<file path="config.mk">
export PLATFORM = sky130hd
export DESIGN_NAME = alien_path_scanner
export DESIGN_NICKNAME = d
export VERILOG_FILES = /design/src/rtl/alien_path_scanner.sv
export SDC_FILE = /design/constraint.sdc
export NUM_CORES = 1
export LEC_CHECK = 0
export ABC_AREA = 0
export CAP_MARGIN = 20
export CORE_ASPECT_RATIO = 2
export CORE_MARGIN = 2
export CORE_UTILIZATION = 49
export DETAILED_ROUTE_END_ITERATION = 16
export PLACE_DENSITY = 0.87
export SETUP_SLACK_MARGIN = 0.2
export SLEW_MARGIN = 40
export SYNTH_ARGS = -nofsm -noshare
export SYNTH_HDL_FRONTEND = slang
export SYNTH_SLANG_ARGS = --single-unit
</file>
<file path="constraint.sdc">
create_clock -name clk -period 6.15 [get_ports clk]
set_input_delay 0.9225 -clock clk [delete_from_list [all_inputs] [get_ports clk]]
set_output_delay 0.9225 -clock clk [all_outputs]
set_load 0.05 [all_outputs]
</file>
<file path="src/rtl/alien_path_scanner.sv">
// Alien path scanner: once per frame, snapshots both alien positions,
// queries the tunnel map for each alien's four neighbours and publishes
// a free-direction mask per alien atomically.
//
// Ports:
//   clk, resetN (sync, active-low), startOfFrame (1-cycle frame pulse)
//   alien_top_leftX/Y_a/b : alien top-left pixel positions
//   map_rd_addr / map_rd_data : tunnel-map read port (data valid 1 cycle later)
//   free_direction_alien_a/b : {up, down, left, right}, 1 = may move
//   scan_done : 1-cycle pulse when masks update; busy : scan in progress
module alien_path_scanner #(
    parameter logic [10:0] board_position_X = 11'd32,
    parameter logic [10:0] board_position_Y = 11'd160,
    parameter int          BOARD_COLS       = 15,
    parameter int          BOARD_ROWS       = 10
) (
    input  logic        clk,
    input  logic        resetN,
    input  logic        startOfFrame,
    input  logic [10:0] alien_top_leftX_a,
    input  logic [10:0] alien_top_leftY_a,
    input  logic [10:0] alien_top_leftX_b,
    input  logic [10:0] alien_top_leftY_b,
    output logic [7:0]  map_rd_addr,
    input  logic        map_rd_data,
    output logic [3:0]  free_direction_alien_a,
    output logic [3:0]  free_direction_alien_b,
    output logic        scan_done,
    output logic        busy
);

    localparam logic [10:0] BOARD_W  = 11'(32 * BOARD_COLS);
    localparam logic [10:0] BOARD_H  = 11'(32 * BOARD_ROWS);
    localparam logic [4:0]  LAST_COL = 5'(BOARD_COLS - 1);
    localparam logic [3:0]  LAST_ROW = 4'(BOARD_ROWS - 1);
    localparam logic [7:0]  COLS8    = 8'(BOARD_COLS);

    typedef enum logic [1:0] {IDLE, ADDR, DATA} state_t;

    typedef struct packed {
        logic       off;
        logic       alignedX;
        logic       alignedY;
        logic [4:0] col;
        logic [3:0] row;
    } cell_t;

    state_t      state;
    logic [2:0]  qIdx;
    logic [7:0]  shadow;
    logic [10:0] snapXa, snapYa, snapXb, snapYb;

    cell_t       cellA, cellB, cur;
    logic [1:0]  dir;
    logic        edgeHit, masked;
    logic [7:0]  base, nbrAddr, qAddr;
    logic [7:0]  shadowNext;

    function automatic cell_t toCell(input logic [10:0] x,
                                     input logic [10:0] y);
        cell_t       c;
        logic [10:0] dx, dy;
        dx = x - board_position_X;
        dy = y - board_position_Y;
        c.off = (x < board_position_X) || (y < board_position_Y) ||
                (dx >= BOARD_W) || (dy >= BOARD_H);
        c.alignedX = (dx[4:0] == 5'd0);
        c.alignedY = (dy[4:0] == 5'd0);
        c.col = dx[9:5];
        c.row = dy[8:5];
        return c;
    endfunction

    // Mid-cell aliens skip the map: they may only continue along their
    // current axis. These bits are merged in when the masks are published.
    function automatic logic [3:0] forcedBits(input cell_t c);
        logic [3:0] f;
        f = 4'b0000;
        if (!c.off) begin
            if (c.alignedY && !c.alignedX)
                f = 4'b0011;
            else if (c.alignedX && !c.alignedY)
                f = 4'b1100;
        end
        return f;
    endfunction

    assign cellA = toCell(snapXa, snapYa);
    assign cellB = toCell(snapXb, snapYb);
    assign cur   = qIdx[2] ? cellB : cellA;
    assign dir   = qIdx[1:0];

    always_comb begin
        edgeHit = 1'b0;
        unique case (dir)
            2'd0: edgeHit = (cur.col == LAST_COL);
            2'd1: edgeHit = (cur.col == 5'd0);
            2'd2: edgeHit = (cur.row == LAST_ROW);
            2'd3: edgeHit = (cur.row == 4'd0);
        endcase
    end

    assign masked = cur.off || !(cur.alignedX && cur.alignedY) || edgeHit;
    assign base   = ({4'd0, cur.row} * COLS8) + {3'd0, cur.col};

    always_comb begin
        nbrAddr = base;
        unique case (dir)
            2'd0: nbrAddr = base + 8'd1;
            2'd1: nbrAddr = base - 8'd1;
            2'd2: nbrAddr = base + COLS8;
            2'd3: nbrAddr = base - COLS8;
        endcase
    end

    assign qAddr = masked ? 8'd0 : nbrAddr;

    // Address is presented during ADDR so the map's registered read
    // returns the bit during the following DATA cycle.
    assign map_rd_addr = (state == ADDR) ? qAddr : 8'd0;

    always_comb begin
        shadowNext       = shadow;
        shadowNext[qIdx] = map_rd_data & ~masked;
    end

    always_ff @(posedge clk) begin
        if (!resetN) begin
            state                  <= IDLE;
            qIdx                   <= 3'd0;
            shadow                 <= 8'd0;
            snapXa                 <= 11'd0;
            snapYa                 <= 11'd0;
            snapXb                 <= 11'd0;
            snapYb                 <= 11'd0;
            free_direction_alien_a <= 4'd0;
            free_direction_alien_b <= 4'd0;
            scan_done              <= 1'b0;
            busy                   <= 1'b0;
        end else begin
            scan_done <= 1'b0;
            unique case (state)
                IDLE: begin
                    if (startOfFrame) begin
                        snapXa <= alien_top_leftX_a;
                        snapYa <= alien_top_leftY_a;
                        snapXb <= alien_top_leftX_b;
                        snapYb <= alien_top_leftY_b;
                        qIdx   <= 3'd0;
                        shadow <= 8'd0;
                        busy   <= 1'b1;
                        state  <= ADDR;
                    end
                end
                ADDR: state <= DATA;
                DATA: begin
                    shadow <= shadowNext;
                    if (qIdx == 3'd7) begin
                        free_direction_alien_a <=
                            shadowNext[3:0] | forcedBits(cellA);
                        free_direction_alien_b <=
                            shadowNext[7:4] | forcedBits(cellB);
                        scan_done <= 1'b1;
                        busy      <= 1'b0;
                        state     <= IDLE;
                    end else begin
                        qIdx  <= qIdx + 3'd1;
                        state <= ADDR;
                    end
                end
                default: state <= IDLE;
            endcase
        end
    end

endmodule

</file>
==> results of run 1 <==
sequential cells by signal (all words and copies together), names as in the netlist:
register / count
scan_done: 1
qIdx: 3
snapYb: 11
state: 2
snapYa: 11
shadow: 8
free_direction_alien_a: 4
free_direction_alien_b: 4
busy: 1
snapXa: 11
snapXb: 11
worst register-to-register path, stage by stage (launching register included):
cell and delay, ns:
dfxtp_1 0.38, inv_1 0.12, ha_1 0.23, nor3b_1 0.41, xor2_1 0.22, mux2i_1 0.21, nand4b_1 0.26, nand4_1 0.21
a211oi_4 0.69, a31o_2 0.26
kinds of logic (layout without fill, tap and decap cells):
kind of cell / Yosys count / in the layout
xor gates and xnor gates: 23 / 23
AOI/OAI and AO/OA: 141 / 141
buffers and inverters: 61 / 124
DFF: 67 / 67
and+or+nand+nor: 209 / 209
adders and majority gates: 37 / 37
muxes: 8 / 8
worst max-delay path by stage:
stage	depth (start not counted)	slack [ns]	end
after detailed placement	22	0.20	map_rd_addr[7]
after CTS	22	0.23	map_rd_addr[7]
after global routing	22	0.19	map_rd_addr[7]
after floorplan	22	0.16	map_rd_addr[7]
after global placement	22	0.40	map_rd_addr[7]
final	22	0.39	map_rd_addr[7]
metrics by stage:
step / instances / utilization / instance area (sq um)
global route: 709 / 0.636 / 5430
detailed placement: 693 / 0.588 / 5010
finish: 709 / 0.636 / 5430
global placement: 693 / 0.588 / 5010
floorplan: 546 / - / 4270
CTS: 708 / 0.628 / 5360
metal layers:
layer,GRT usage,wire (um),up-vias
met3,0.0430,485,45
met1,0.214,3980,1977
met4,0.143,587,0
met2,0.456,6240,143
li1,-,-,1982
met5,0,0,-
cells in the mapped netlist (8+ instances only):
library cell | count | area (sq um)
mux2i_1 | 8 | 80.1
ha_1 | 31 | 388
o21a_1 | 8 | 60.1
nor3_1 | 11 | 55.1
clkbuf_1 | 17 | 63.8
inv_1 | 38 | 143
and3_1 | 11 | 68.8
nand2_1 | 108 | 405
dfxtp_1 | 67 | 1340
xnor2_1 | 15 | 131
a21o_1 | 8 | 60.1
nor2_1 | 31 | 116
o21ai_0 | 18 | 90.1
a21oi_1 | 70 | 350
power by group through the flow:
stage	Combinational (mW)	Clock (mW)	Sequential, mW
after floorplan	0.566	0	0.481
after global placement	0.667	0	0.483
after detailed placement	0.717	0	0.485
after CTS	0.763	0.507	0.476
after global routing	0.889	0.523	0.479
final	0.813	0.502	0.477
area by class of cell:
type,count,area [sq um]
fill,674,3100
multi-input combinational,418,2790
sequential,67,1350
timing repair buffer,71,733
clock buffer,12,246
inverter,39,146
tap,100,125
clock inverter,2,37.5
timing repair:
action | CTS | global route
resized for setup | 8 | 15
endpoints found under the setup margin | 3 | 2
setup buffers | 1 | 1
pin swaps | 3 | 3
==> flow_metrics.env, run 1 <==
export IMPL_status="complete, no violations"
export IMPL_crit_path_start="snapYb[5]"
export IMPL_grt_pass1_vias=4149
export IMPL_synth_area_per_cell_sq_um=7.82
export IMPL_sequentialPowerShare=0.266
export IMPL_dp_slack_ns=0.198
export IMPL_slew_headroom=0.478
export IMPL_async_flop_share=0
export IMPL_holdPathEnd="snapYa[1]"
export IMPL_synth_yosys_seq_area_share=0.314
export IMPL_finalWorstSetupSlack_ns=0.390
export IMPL_setup_viol=0
export IMPL_cts_buffers=9
export IMPL_synth_simple_area_share=0.233
export IMPL_hold_depth=2
export IMPL_synthToLayoutAreaGrowth_pct=27.1
export IMPL_cpMostUsedCell="inv_1"
export IMPL_syn_area_sq_um=4270
export IMPL_root_buffer="clkbuf_16"
export IMPL_whs_ns=0.455
export IMPL_cts_max_level=3
export IMPL_maxSlewViolCount=0
export IMPL_hold_buffers=0
export IMPL_synth_top_family_by_area="simple AND/OR/NAND/NOR gates"
export IMPL_numClockSinks=67
export IMPL_dr_total_vias=4147
export IMPL_dpl_hpwl_um=7960
export IMPL_drive_above_1_share=0.0985
export IMPL_rows=48
export IMPL_slowest_delay_ns=0.49
export IMPL_crit_chain="inv_1, ha_4, mux2i_4, inv_2, ha_1, inv_1, ha_4, fa_1, inv_1, fa_1, inv_1, ha_4, a21oi_4, o21bai_1, a21oi_2, xnor2_1, ha_1, a21oi_1, o21ai_1, xnor2_1, and3_4, buf_12"
export IMPL_ys_types=58
export IMPL_synthFlopType="dfxtp_1"
export IMPL_layout_nets=691
export IMPL_grt_overflow=0
export IMPL_drt_iter0_drc=317
export IMPL_drc=0
export IMPL_grt_util_all_layers=0.233
export IMPL_synth_compound_gate_area_share=0.206
export IMPL_p_per_area_nw_per_um2=330
export IMPL_postSynthNetCount=631
export IMPL_clkSlewWorstSetupHoldPaths_ns=0.05
export IMPL_critical_path_max_fanout=7
export IMPL_coreArea_sq_um=8530
export IMPL_layout_common_cells="108 x nand2_1, 67 x a21oi_1, 64 x dfxtp_1"
export IMPL_rsz0062_at_grt="false"
export IMPL_p_int_mw=1.16
export IMPL_hold_violations=0
export IMPL_wl_per_cell_um=15.9
export IMPL_grt_pass1_wl_um=17800
export IMPL_cp_start_kind="flop"
export IMPL_combPwrFrac=0.454
export IMPL_grt_max_degree=52
export IMPL_synthXorXnorAreaFrac=0.0504
export IMPL_power_mw=1.79
export IMPL_mostFrequentLayoutCell="nand2_1"
export IMPL_synth_edff_count=0
export IMPL_via_per_inst=5.85
export IMPL_cts_tree="yes"
export IMPL_worst_ep_arrival_time_ns=4.84
export IMPL_fp_dieArea_sq_um=9520
export IMPL_critical_path_buf_inv_count=6
export IMPL_ios=66
export IMPL_routabilityCongestion=0.919
export IMPL_p_switching_mw=0.637
export IMPL_final_antenna_net_count=0
export IMPL_start_util=0.501
export IMPL_worstRegToRegCells=9
export IMPL_finalSetupTns_ns=0
export IMPL_firstDrtPassIters=7
export IMPL_ys_ff_latch=67
export IMPL_finalCritPeriodShare=0.937
export IMPL_antenna_found_initial=0
export IMPL_ir_drop_mv=0.230
export IMPL_fin_crit_ns=5.76
export IMPL_cp_required_ns=5.23
export IMPL_clock_path_buffers=2
export IMPL_antenna_cells=0
export IMPL_die_h_um=136
export IMPL_die_x_um=70.0
export IMPL_max_cap_viol_count=0
export IMPL_skew_ns=0.00372
export IMPL_synthCells=546
export IMPL_synthAdderAreaFrac=0.119
export IMPL_path_class="flop to primary output"
export IMPL_ys_warn_count=0
export IMPL_r2r_setup_slack_ns=3.10
export IMPL_clockPowerShare=0.280
export IMPL_cp_end_kind="primary output"
export IMPL_timing_rr_start="snapXb[5]"
export IMPL_netSwitchingFraction=0.355
export IMPL_hp_class="flop to flop"
export IMPL_totalWireLength_um=11300
export IMPL_maxClockFrequency_ghz=0.174
export IMPL_clk_latency_ns=0.33
export IMPL_muxShareOfSynthArea=0.0188
export IMPL_port_buffers=65
export IMPL_slowest_stage="fa_1"
export IMPL_tightest_slew_ns=0.783
export IMPL_r2r_end="shadow[4]"
export IMPL_critPathTopFamily="adder cells"
export IMPL_p_leak_nw=2.20
export IMPL_hp_start="snapYa[1]"
Power figures use the tool's default switching activity.
==> inputs of run 2 (changes only) <==
--- a/config.mk
+++ b/config.mk
@@ -10,6 +10,7 @@
 export CORE_ASPECT_RATIO = 2
 export CORE_MARGIN = 2
 export CORE_UTILIZATION = 49
+export CTS_CLUSTER_SIZE = 30
 export DETAILED_ROUTE_END_ITERATION = 16
 export PLACE_DENSITY = 0.87
 export SETUP_SLACK_MARGIN = 0.2
==> results of run 2 <==
Same layout as run 1: the final DEF is identical, and so are final timing and power.
==> inputs of run 3 (changes only) <==
--- a/config.mk
+++ b/config.mk
@@ -9,10 +9,11 @@
 export CAP_MARGIN = 20
 export CORE_ASPECT_RATIO = 2
 export CORE_MARGIN = 2
-export CORE_UTILIZATION = 49
+export CORE_UTILIZATION = 58
 export CTS_CLUSTER_SIZE = 30
 export DETAILED_ROUTE_END_ITERATION = 16
-export PLACE_DENSITY = 0.87
+export DONT_BUFFER_PORTS = 1
+export PLACE_DENSITY = 0.86
 export SETUP_SLACK_MARGIN = 0.2
 export SLEW_MARGIN = 40
 export SYNTH_ARGS = -nofsm -noshare
==> run 3 against run 2 <==
Compared with the run above:
- clock power about the same
- global-route usage up 2.8 points
- core utilization up 1.7 points
- first-iteration DRC count down 39%
- die area down 15%
- final cell count down 10%
- sequential share of layout area up 3.8 points
- wire length down 11%
- combinational power down 9.5%
- critical path depth down 2
- worst setup slack about the same
- critical endpoint unchanged
- largest cell class unchanged
- largest power group unchanged
- highest routed layer unchanged
==> flow_metrics.env, run 3 (same netlist as run 1, synthesis figures left out) <==
export IMPL_status="complete, no violations"
export IMPL_drc=0
export IMPL_antenna_cells=0
export IMPL_clk_latency_ns=0.34
export IMPL_die_h_um=125
export IMPL_start_util=0.592
export IMPL_port_buffers=0
export IMPL_r2r_setup_slack_ns=3.13
export IMPL_timing_rr_start="snapXb[5]"
export IMPL_rows=44
export IMPL_layout_common_cells="108 x nand2_1, 67 x a21oi_1, 65 x dfxtp_1"
export IMPL_finalSetupTns_ns=0
export IMPL_crit_path_start="snapYb[5]"
export IMPL_root_buffer="clkbuf_16"
export IMPL_placedCellCount=620
export IMPL_max_cap_viol_count=0
export IMPL_clkSlewWorstSetupHoldPaths_ns=0.05
export IMPL_coreArea_sq_um=7210
export IMPL_cp_required_ns=5.23
export IMPL_firstDrtPassIters=4
export IMPL_drt_iter0_drc=194
export IMPL_via_per_inst=6.02
export IMPL_drive_above_1_share=0.0989
export IMPL_dpl_hpwl_um=7540
export IMPL_hp_class="flop to flop"
export IMPL_final_antenna_net_count=0
export IMPL_crit_end="map_rd_addr[7]"
export IMPL_hold_depth=2
export IMPL_antenna_found_initial=0
export IMPL_dr_total_vias=3838
export IMPL_p_per_area_nw_per_um2=365
export IMPL_grt_max_degree=53
export IMPL_worst_ep_arrival_time_ns=4.84
export IMPL_hold_violations=0
export IMPL_maxClockFrequency_ghz=0.174
export IMPL_grt_util_all_layers=0.261
export IMPL_grt_pass1_wl_um=16600
export IMPL_clock_path_buffers=2
export IMPL_tightest_slew_ns=0.755
export IMPL_hold_buffers=0
export IMPL_fin_crit_ns=5.76
export IMPL_stdcell_count=638
export IMPL_fill_cells=585
export IMPL_mostFrequentLayoutCell="nand2_1"
export IMPL_skew_ns=0.00775
export IMPL_power_mw=1.72
export IMPL_p_leak_nw=1.94
export IMPL_routabilityCongestion=0.979
export IMPL_cts_buffers=9
export IMPL_fp_dieArea_sq_um=8110
export IMPL_maxSlewViolCount=0
export IMPL_path_class="flop to primary output"
export IMPL_r2r_end="shadow[3]"
export IMPL_rsz0062_at_grt="false"
export IMPL_cp_start_kind="flop"
export IMPL_die_x_um=64.7
export IMPL_ios=66
export IMPL_totalWireLength_um=10100
export IMPL_grt_pass1_vias=3797
export IMPL_slew_headroom=0.496
export IMPL_wl_per_cell_um=15.8
export IMPL_numClockSinks=67
export IMPL_grt_overflow=0
export IMPL_critical_path_max_fanout=7
export IMPL_synthToLayoutAreaGrowth_pct=10.3
export IMPL_cp_end_kind="primary output"
export IMPL_ir_drop_mv=0.234
export IMPL_worstRegToRegCells=9
export IMPL_layout_nets=626
export IMPL_cts_max_level=3
export IMPL_finalCritPeriodShare=0.937
export IMPL_whs_ns=0.458
export IMPL_cts_tree="yes"
export IMPL_setup_viol=0
run 3: cell count changes in the layout (fill, tap and decap cells not counted), sizes merged:
| cell | before | now |
|---|---|---|
| clkinv | 1 | 4 |
| buf | 11 | 6 |
| clkbuf | 12 | 11 |
| clkdlybuf4s50 | 60 | 0 |
run 3: metrics by stage:
step	utilization	instance area [sq um]	worst slack (ns)
floorplan	-	4270	0.159
global placement	0.598	4310	0.405
detailed placement	0.598	4310	0.194
CTS	0.647	4660	0.284
global route	0.653	4710	0.158
finish	0.653	4710	0.389
run 3: area by class of cell:
cell class | instances | area, sq um | share of cell area
Multi-Input combinational cell | 418 | 2760 | 0.586
Clock inverter | 5 | 52.6 | 0.0112
Inverter | 39 | 146 | 0.0311
Timing Repair Buffer | 6 | 45.0 | 0.00956
Sequential cell | 67 | 1350 | 0.286
Tap cell | 92 | 115 | 0.0244
Clock buffer | 11 | 243 | 0.0515
run 3: timing repair:
item	CTS	global route
pin swaps	2	2
buffers inserted	2	0
endpoints found under the setup margin	4	2
endpoints found under the hold margin	0	0
resized for setup	7	10
run 3: where the power goes:
group          switching, mW  internal, mW  total (mW)  leakage [nW]
registers             0.0240         0.455       0.479         0.549
clock network          0.181         0.322       0.503         0.145
logic                  0.389         0.347       0.736          1.25
run 3: how the worst min path moves through the flow:
stage / start / end / slack (ns)
6_report: snapYa[3] / snapYa[3] / 0.46
3_3_place_gp: snapYa[3] / snapYa[3] / 0.44
4_1_cts: snapXa[0] / snapXa[0] / 0.46
3_5_place_dp: snapXa[0] / snapXa[0] / 0.45
5_1_grt: snapXa[0] / snapXa[0] / 0.47
2_1_floorplan: snapYa[4] / snapYa[4] / 0.43
run 3: worst max-delay path: stages (launching register included):
cell	delay (ns)
dfxtp_4	0.38
inv_1	0.08
ha_4	0.27
mux2i_4	0.16
inv_2	0.07
ha_1	0.27
inv_1	0.05
ha_1	0.30
fa_1	0.49
inv_1	0.05
fa_1	0.49
inv_1	0.06
ha_4	0.25
a21oi_2	0.16
buf_4	0.13
xnor2_1	0.10
ha_1	0.28
a21oi_1	0.28
o21ai_0	0.17
xnor2_1	0.15
and3_4	0.30
run 3: routing by layer:
layer / wire length, um / GRT usage
met1: 3550 / 0.258
met4: 531 / 0.175
met3: 540 / 0.0629
met2: 5480 / 0.466
met5: 0 / 0
